**config.mk**
```make
export PLATFORM = sky130hd
export DESIGN_NAME = ring_token_arbiter
export DESIGN_NICKNAME = d
export VERILOG_FILES = /design/src/rtl/ring_arb_pkg.sv /design/src/rtl/rr_pick.sv /design/src/rtl/ring_token_arbiter.sv
export SDC_FILE = /design/constraint.sdc
export NUM_CORES = 1
export LEC_CHECK = 0
export ABC_AREA = 1
export BUFFER_PORTS_ARGS = -buffer_cell sky130_fd_sc_hd__buf_2
export CAP_MARGIN = 5
export CORE_UTILIZATION = 30
export CTS_BUF_LIST = sky130_fd_sc_hd__clkbuf_2
export CTS_CLUSTER_DIAMETER = 120
export DETAILED_ROUTE_END_ITERATION = 10
export PLACE_DENSITY = 0.47
export SLEW_MARGIN = 20
export SYNTH_ARGS = -nofsm -noshare
export SYNTH_HDL_FRONTEND = slang
export SYNTH_SLANG_ARGS = --single-unit
```
**constraint.sdc**
```tcl
create_clock -name clk -period 1.9 [get_ports clk]
set_clock_uncertainty 0.05 [all_clocks]
set_input_delay 0 -clock clk [delete_from_list [all_inputs] [get_ports clk]]
set_output_delay 0 -clock clk [all_outputs]
set_load 0.05 [all_outputs]
```
**src/rtl/ring_arb_pkg.sv**
```systemverilog
// Shared types and helpers for the ring token arbiter.
// Holds the FSM state encoding and a one-hot to index conversion.
package ring_arb_pkg;

  typedef enum logic {
    IDLE  = 1'b0,
    GRANT = 1'b1
  } state_t;

  // Widest requester vector the index helper accepts.
  localparam int MAX_N = 64;

  function automatic logic [31:0] onehot_to_idx(input logic [MAX_N-1:0] oh);
    logic [31:0] idx;
    idx = '0;
    for (int i = 0; i < MAX_N; i++) begin
      if (oh[i]) idx = 32'(i);
    end
    return idx;
  endfunction

endpackage

```
**src/rtl/rr_pick.sv**
```systemverilog
// Combinational round-robin pick: first set req at or above the token bit, wrapping.
// Zero latency; no backpressure, pure function of req and token.
module rr_pick #(
  parameter int N = 4
) (
  input  logic [N-1:0] req,
  input  logic [N-1:0] token,
  output logic [N-1:0] winner,
  output logic         any
);

  logic [2*N-1:0] dbl;
  logic [2*N-1:0] sel;

  // Subtracting the token borrows up to the first set bit at/above it; the
  // upper copy of req supplies the wrapped-around candidates.
  assign dbl    = {req, req};
  assign sel    = dbl & ~(dbl - {{N{1'b0}}, token});
  assign winner = sel[N-1:0] | sel[2*N-1:N];
  assign any    = |req;

endmodule

```
**src/rtl/ring_token_arbiter.sv**
```systemverilog
// Round-robin token-ring arbiter with registered, held grants and a hold quota.
// Grant appears one edge after req; every release costs one idle turnaround cycle.
module ring_token_arbiter
  import ring_arb_pkg::*;
#(
  parameter  int N        = 4,
  parameter  int MAX_HOLD = 8,
  localparam int IW       = (N > 1) ? $clog2(N) : 1,
  localparam int HW       = (MAX_HOLD > 0) ? $clog2(MAX_HOLD + 1) : 1
) (
  input  logic          clk,
  input  logic          reset,
  input  logic [N-1:0]  req,
  output logic [N-1:0]  gnt,
  output logic          gnt_valid,
  output logic [IW-1:0] gnt_id,
  output logic [N-1:0]  token,
  output logic          expired
);

  state_t          state, state_d;
  logic [HW-1:0]   hold_cnt, hold_d;
  logic [N-1:0]    gnt_d, token_d;
  logic [IW-1:0]   gnt_id_d;
  logic            gnt_valid_d, expired_d;
  logic [N-1:0]    pick;
  logic            pick_any;
  logic            req_gone, quota_hit, hold_room;

  rr_pick #(.N(N)) u_pick (
    .req    (req),
    .token  (token),
    .winner (pick),
    .any    (pick_any)
  );

  assign req_gone  = ~|(req & gnt);
  assign quota_hit = (MAX_HOLD != 0) && (hold_cnt == HW'(MAX_HOLD));
  // With no quota the counter just sticks at its top value.
  assign hold_room = (MAX_HOLD != 0) ? (hold_cnt < HW'(MAX_HOLD)) : (hold_cnt != '1);

  always_ff @(posedge clk) begin
    if (reset) begin
      state     <= IDLE;
      gnt       <= '0;
      gnt_valid <= 1'b0;
      gnt_id    <= '0;
      token     <= N'(1) << (N - 1);
      hold_cnt  <= '0;
      expired   <= 1'b0;
    end else begin
      state     <= state_d;
      gnt       <= gnt_d;
      gnt_valid <= gnt_valid_d;
      gnt_id    <= gnt_id_d;
      token     <= token_d;
      hold_cnt  <= hold_d;
      expired   <= expired_d;
    end
  end

  always_comb begin
    state_d     = state;
    gnt_d       = gnt;
    gnt_valid_d = gnt_valid;
    gnt_id_d    = gnt_id;
    token_d     = token;
    hold_d      = hold_cnt;
    expired_d   = 1'b0;
    unique case (state)
      IDLE: begin
        gnt_d       = '0;
        gnt_valid_d = 1'b0;
        gnt_id_d    = '0;
        hold_d      = '0;
        if (pick_any) begin
          gnt_d       = pick;
          gnt_valid_d = 1'b1;
          gnt_id_d    = IW'(onehot_to_idx(MAX_N'(pick)));
          hold_d      = HW'(1);
          state_d     = GRANT;
        end
      end
      GRANT: begin
        if (req_gone || quota_hit) begin
          gnt_d       = '0;
          gnt_valid_d = 1'b0;
          gnt_id_d    = '0;
          hold_d      = '0;
          // Token moves to the requester just past the winner.
          token_d     = {gnt[N-2:0], gnt[N-1]};
          expired_d   = quota_hit && !req_gone;
          state_d     = IDLE;
        end else if (hold_room) begin
          hold_d = hold_cnt + HW'(1);
        end
      end
      default: state_d = IDLE;
    endcase
  end

endmodule

```
==> metrics <==
status=finished with violations; failing checks=design-rule violations; P per Cell Area=871.7 nW/µm²; Crit-path slowest cell=dlygate4sd3_1; clk_lat worst skew=0.29 ns; dpl hpwl=1678 µm; TritonCTS Buffers=3; part of the power in the clock network=18.0%; drt initial violations=25; critical-path maximum fanout=5; Setup crit start kind=input pin; Area growth syn-to-layout=17.83%; endpoints failing setup=0; grt ovf=0; n_diodes=0; Yosys cell types=26; vias in the first global route=841; Sw Pwr=0.0004049 W; H-Tree Depth=1; wire per inst=11.96 µm; Fin Setup TNS=0 ns; Site Rows=19; Mapped Area=933.4 µm²; fin. max-slew vios=0; max_slew headroom=79.92%; crit-path max cell delay=0.53 ns; CP arrival=1.90 ns; post-route ant nets=0; Area after DPL=1049 µm²; via count=894; Total Die Area=3339 µm²; Multi-input gate area=511.7 µm²; ys async rst share=0%; cells along the critical path=dlygate4sd3_1 -> buf_2 -> inv_1 -> nand2_2 -> fa_1 -> nand2_1 -> nand2_1 -> nand2_1 -> nand3_1 -> nand2_1 -> nand3_1 -> nand3_1 -> and2_1; fill count=319; maxcap violations=0; Synth area leaders=dfxtp_1 36%, nand2_1 11%, inv_1 7.6%, a21oi_1 7.0%, ha_1 6.7%; critical path endpoint category=register; fin crit share=89.34%; port buffer count=17; clk root buf=clkbuf_2; Comb pwr share=37.7%; switch share=42.24%; clk sinks=17; CTS tree=done; crit path time final=1.697 ns; DRT Wirelength=2152 µm; Flop pwr share=44.3%; core area=2853 µm²; Top delay family on crit path=buffers and inverters; clock transition at the registers of the reported paths=0.17 ns; Setup Buffers After CTS=0; worst-margin pin slew=0.3008 ns; Int Power=0.0005538 W; worst path bufs/invs=3; all-layer global routing usage=15.05%; Critical Path RT=2.10 ns; Crit path top cell by count=nand2_1; Synth Register Bits=17; Worst Setup SP=req[0]; highest clock rate=589.1 MHz; peak supply drop=276.9 µV; cells after synthesis=127; Synth area leader=dfxtp_1; Synth Flop Type=dfxtp_1; Synth Area per Inst=7.350 µm²; EDFF count, synth=0; largest net degree at the start of global routing=10; register area=342.8 µm²; final instance area=1100 µm²; hold crit path type=in -> reg; initial antenna violation count=0; die width=57.78 µm; static leakage=0.5295 nW; CTS Buffer Depth=2; gpl congestion=0.8166; Seq/Total Area, Yosys=36.46%; kind of critical path=in -> reg; first-pass GRT wire length=3850 µm; Starting Density=32.72%; DR pass1 iterations=7; worst hold start=req[1]; Vias/cell=4.967; final hold vios=0; share of cells above drive strength 1=20.13%; Die Y=57.78 µm; Syn Nets=139; top cell type's share of synthesized area=36.46%; DRC=4; synth warn=0; num ports=18; net total in the final layout=162; worst reg2reg startpoint=token[2]
-- tightest hold or removal path: stages --
cell,delay [ns]
buf_2,0.13
inv_1,0.07
nor2_1,0.04
nand2_1,0.08
a21oi_1,0.07
-- per-layer routing --
layer / part of all wire, % / track usage (%) / vias to the layer above / routed length (µm)
met5: 0 / 0 / - / 0
met4: 0.60 / 5.782 / 0 / 13
met3: 3.7 / 2.679 / 2 / 79
met2: 41 / 21.59 / 19 / 873
met1: 55 / 22.31 / 411 / 1185
li1: - / - / 462 / -
-- power by group through the flow --
stage                     combinational, W  clock [W]  sequential [W]
final                             0.000361   0.000173        0.000424
after CTS                         0.000363   0.000181        0.000423
after global placement            0.000359          0        0.000429
after detailed placement          0.000357          0        0.000430
after global routing              0.000408   0.000202        0.000430
after floorplan                   0.000186          0        0.000523
-- cell usage in the layout (no fill, tap or decap) --
master,Yosys,routed
nand2_1,28,28
o21ai_0,3,3
nor2_8,1,1
o21ai_1,1,1
o21a_1,1,1
nand2_2,2,2
and2_1,1,1
o21ai_2,1,1
nand2_4,1,1
inv_1,19,19
nand4_1,2,2
dlygate4sd3_1,0,3
nor4_1,2,2
nand4_2,1,1
dfxtp_2,0,2
ha_1,5,5
fa_1,1,1
a31oi_1,1,1
clkbuf_2,1,4
a21oi_1,13,13
o211ai_1,2,2
nand3_1,10,10
a211oi_1,1,1
xor2_1,1,1
dfxtp_1,17,15
buf_2,1,17
nand3_2,1,1
nor2_1,10,10
-- cell type report --
| class | count | area share (%) |
|---|---|---|
| Tap cell | 31 | 3.527 |
| Sequential cell | 17 | 31.17 |
| Inverter | 19 | 6.485 |
| Multi-Input combinational cell | 89 | 46.53 |
| Clock buffer | 4 | 1.820 |
| Timing Repair Buffer | 20 | 10.47 |
-- sequential cells by signal, summed over array words and instances, names as in the netlist --
signal / flops
gnt_id: 2
gnt_valid: 1
expired: 1
gnt: 4
state: 1
hold_cnt: 4
token: 4
-- final timing paths --
kind | slack (ns) | cells after the start | to
worst max-delay path | 0.20 | 13 | gnt_id[1]
worst max register to register | 0.21 | 9 | gnt_id[1]
worst min register to register | 0.44 | 2 | token[2]
worst min-delay path | 0.08 | 5 | gnt[1]
-- through the flow --
step	cells	setup slack, ns	util (%)	power, W	hold slack (ns)
floorplan	127	0.01549	-	0.0007082	0.1183
global placement	173	0.2537	36.75	0.0007886	0.2478
detailed placement	173	0.2350	36.75	0.0007871	0.2433
CTS	180	0.2089	38.51	0.0009669	0.06746
global route	180	-0.0001770	38.55	0.001039	0.1057
finish	180	0.2025	38.55	0.0009587	0.08106
-- synth_stat cells, types with 2 or more instances --
cell      number
nand2_2        2
o21ai_0        3
o211ai_1       2
nand3_1       10
a21oi_1       13
dfxtp_1       17
nand2_1       28
nor2_1        10
ha_1           5
nand4_1        2
nor4_1         2
inv_1         19
-- cells by family after synthesis --
group / Yosys count / share of synthesized area, %
and+or+nand+nor: 59 / 31.10
DFF: 17 / 36.46
adders and majority gates: 6 / 8.847
buffers and inverters: 21 / 8.712
AOI/OAI and AO/OA: 23 / 13.94
xor gates and xnor gates: 1 / 0.9385
-- timing repair --
action | CTS | global route
resized for setup | 0 | 1
endpoints found under the setup margin | 0 | 1
hold buffers | 3 | 0
hold endpoints to repair | 7 | 0
Power figures use the tool's default switching activity.
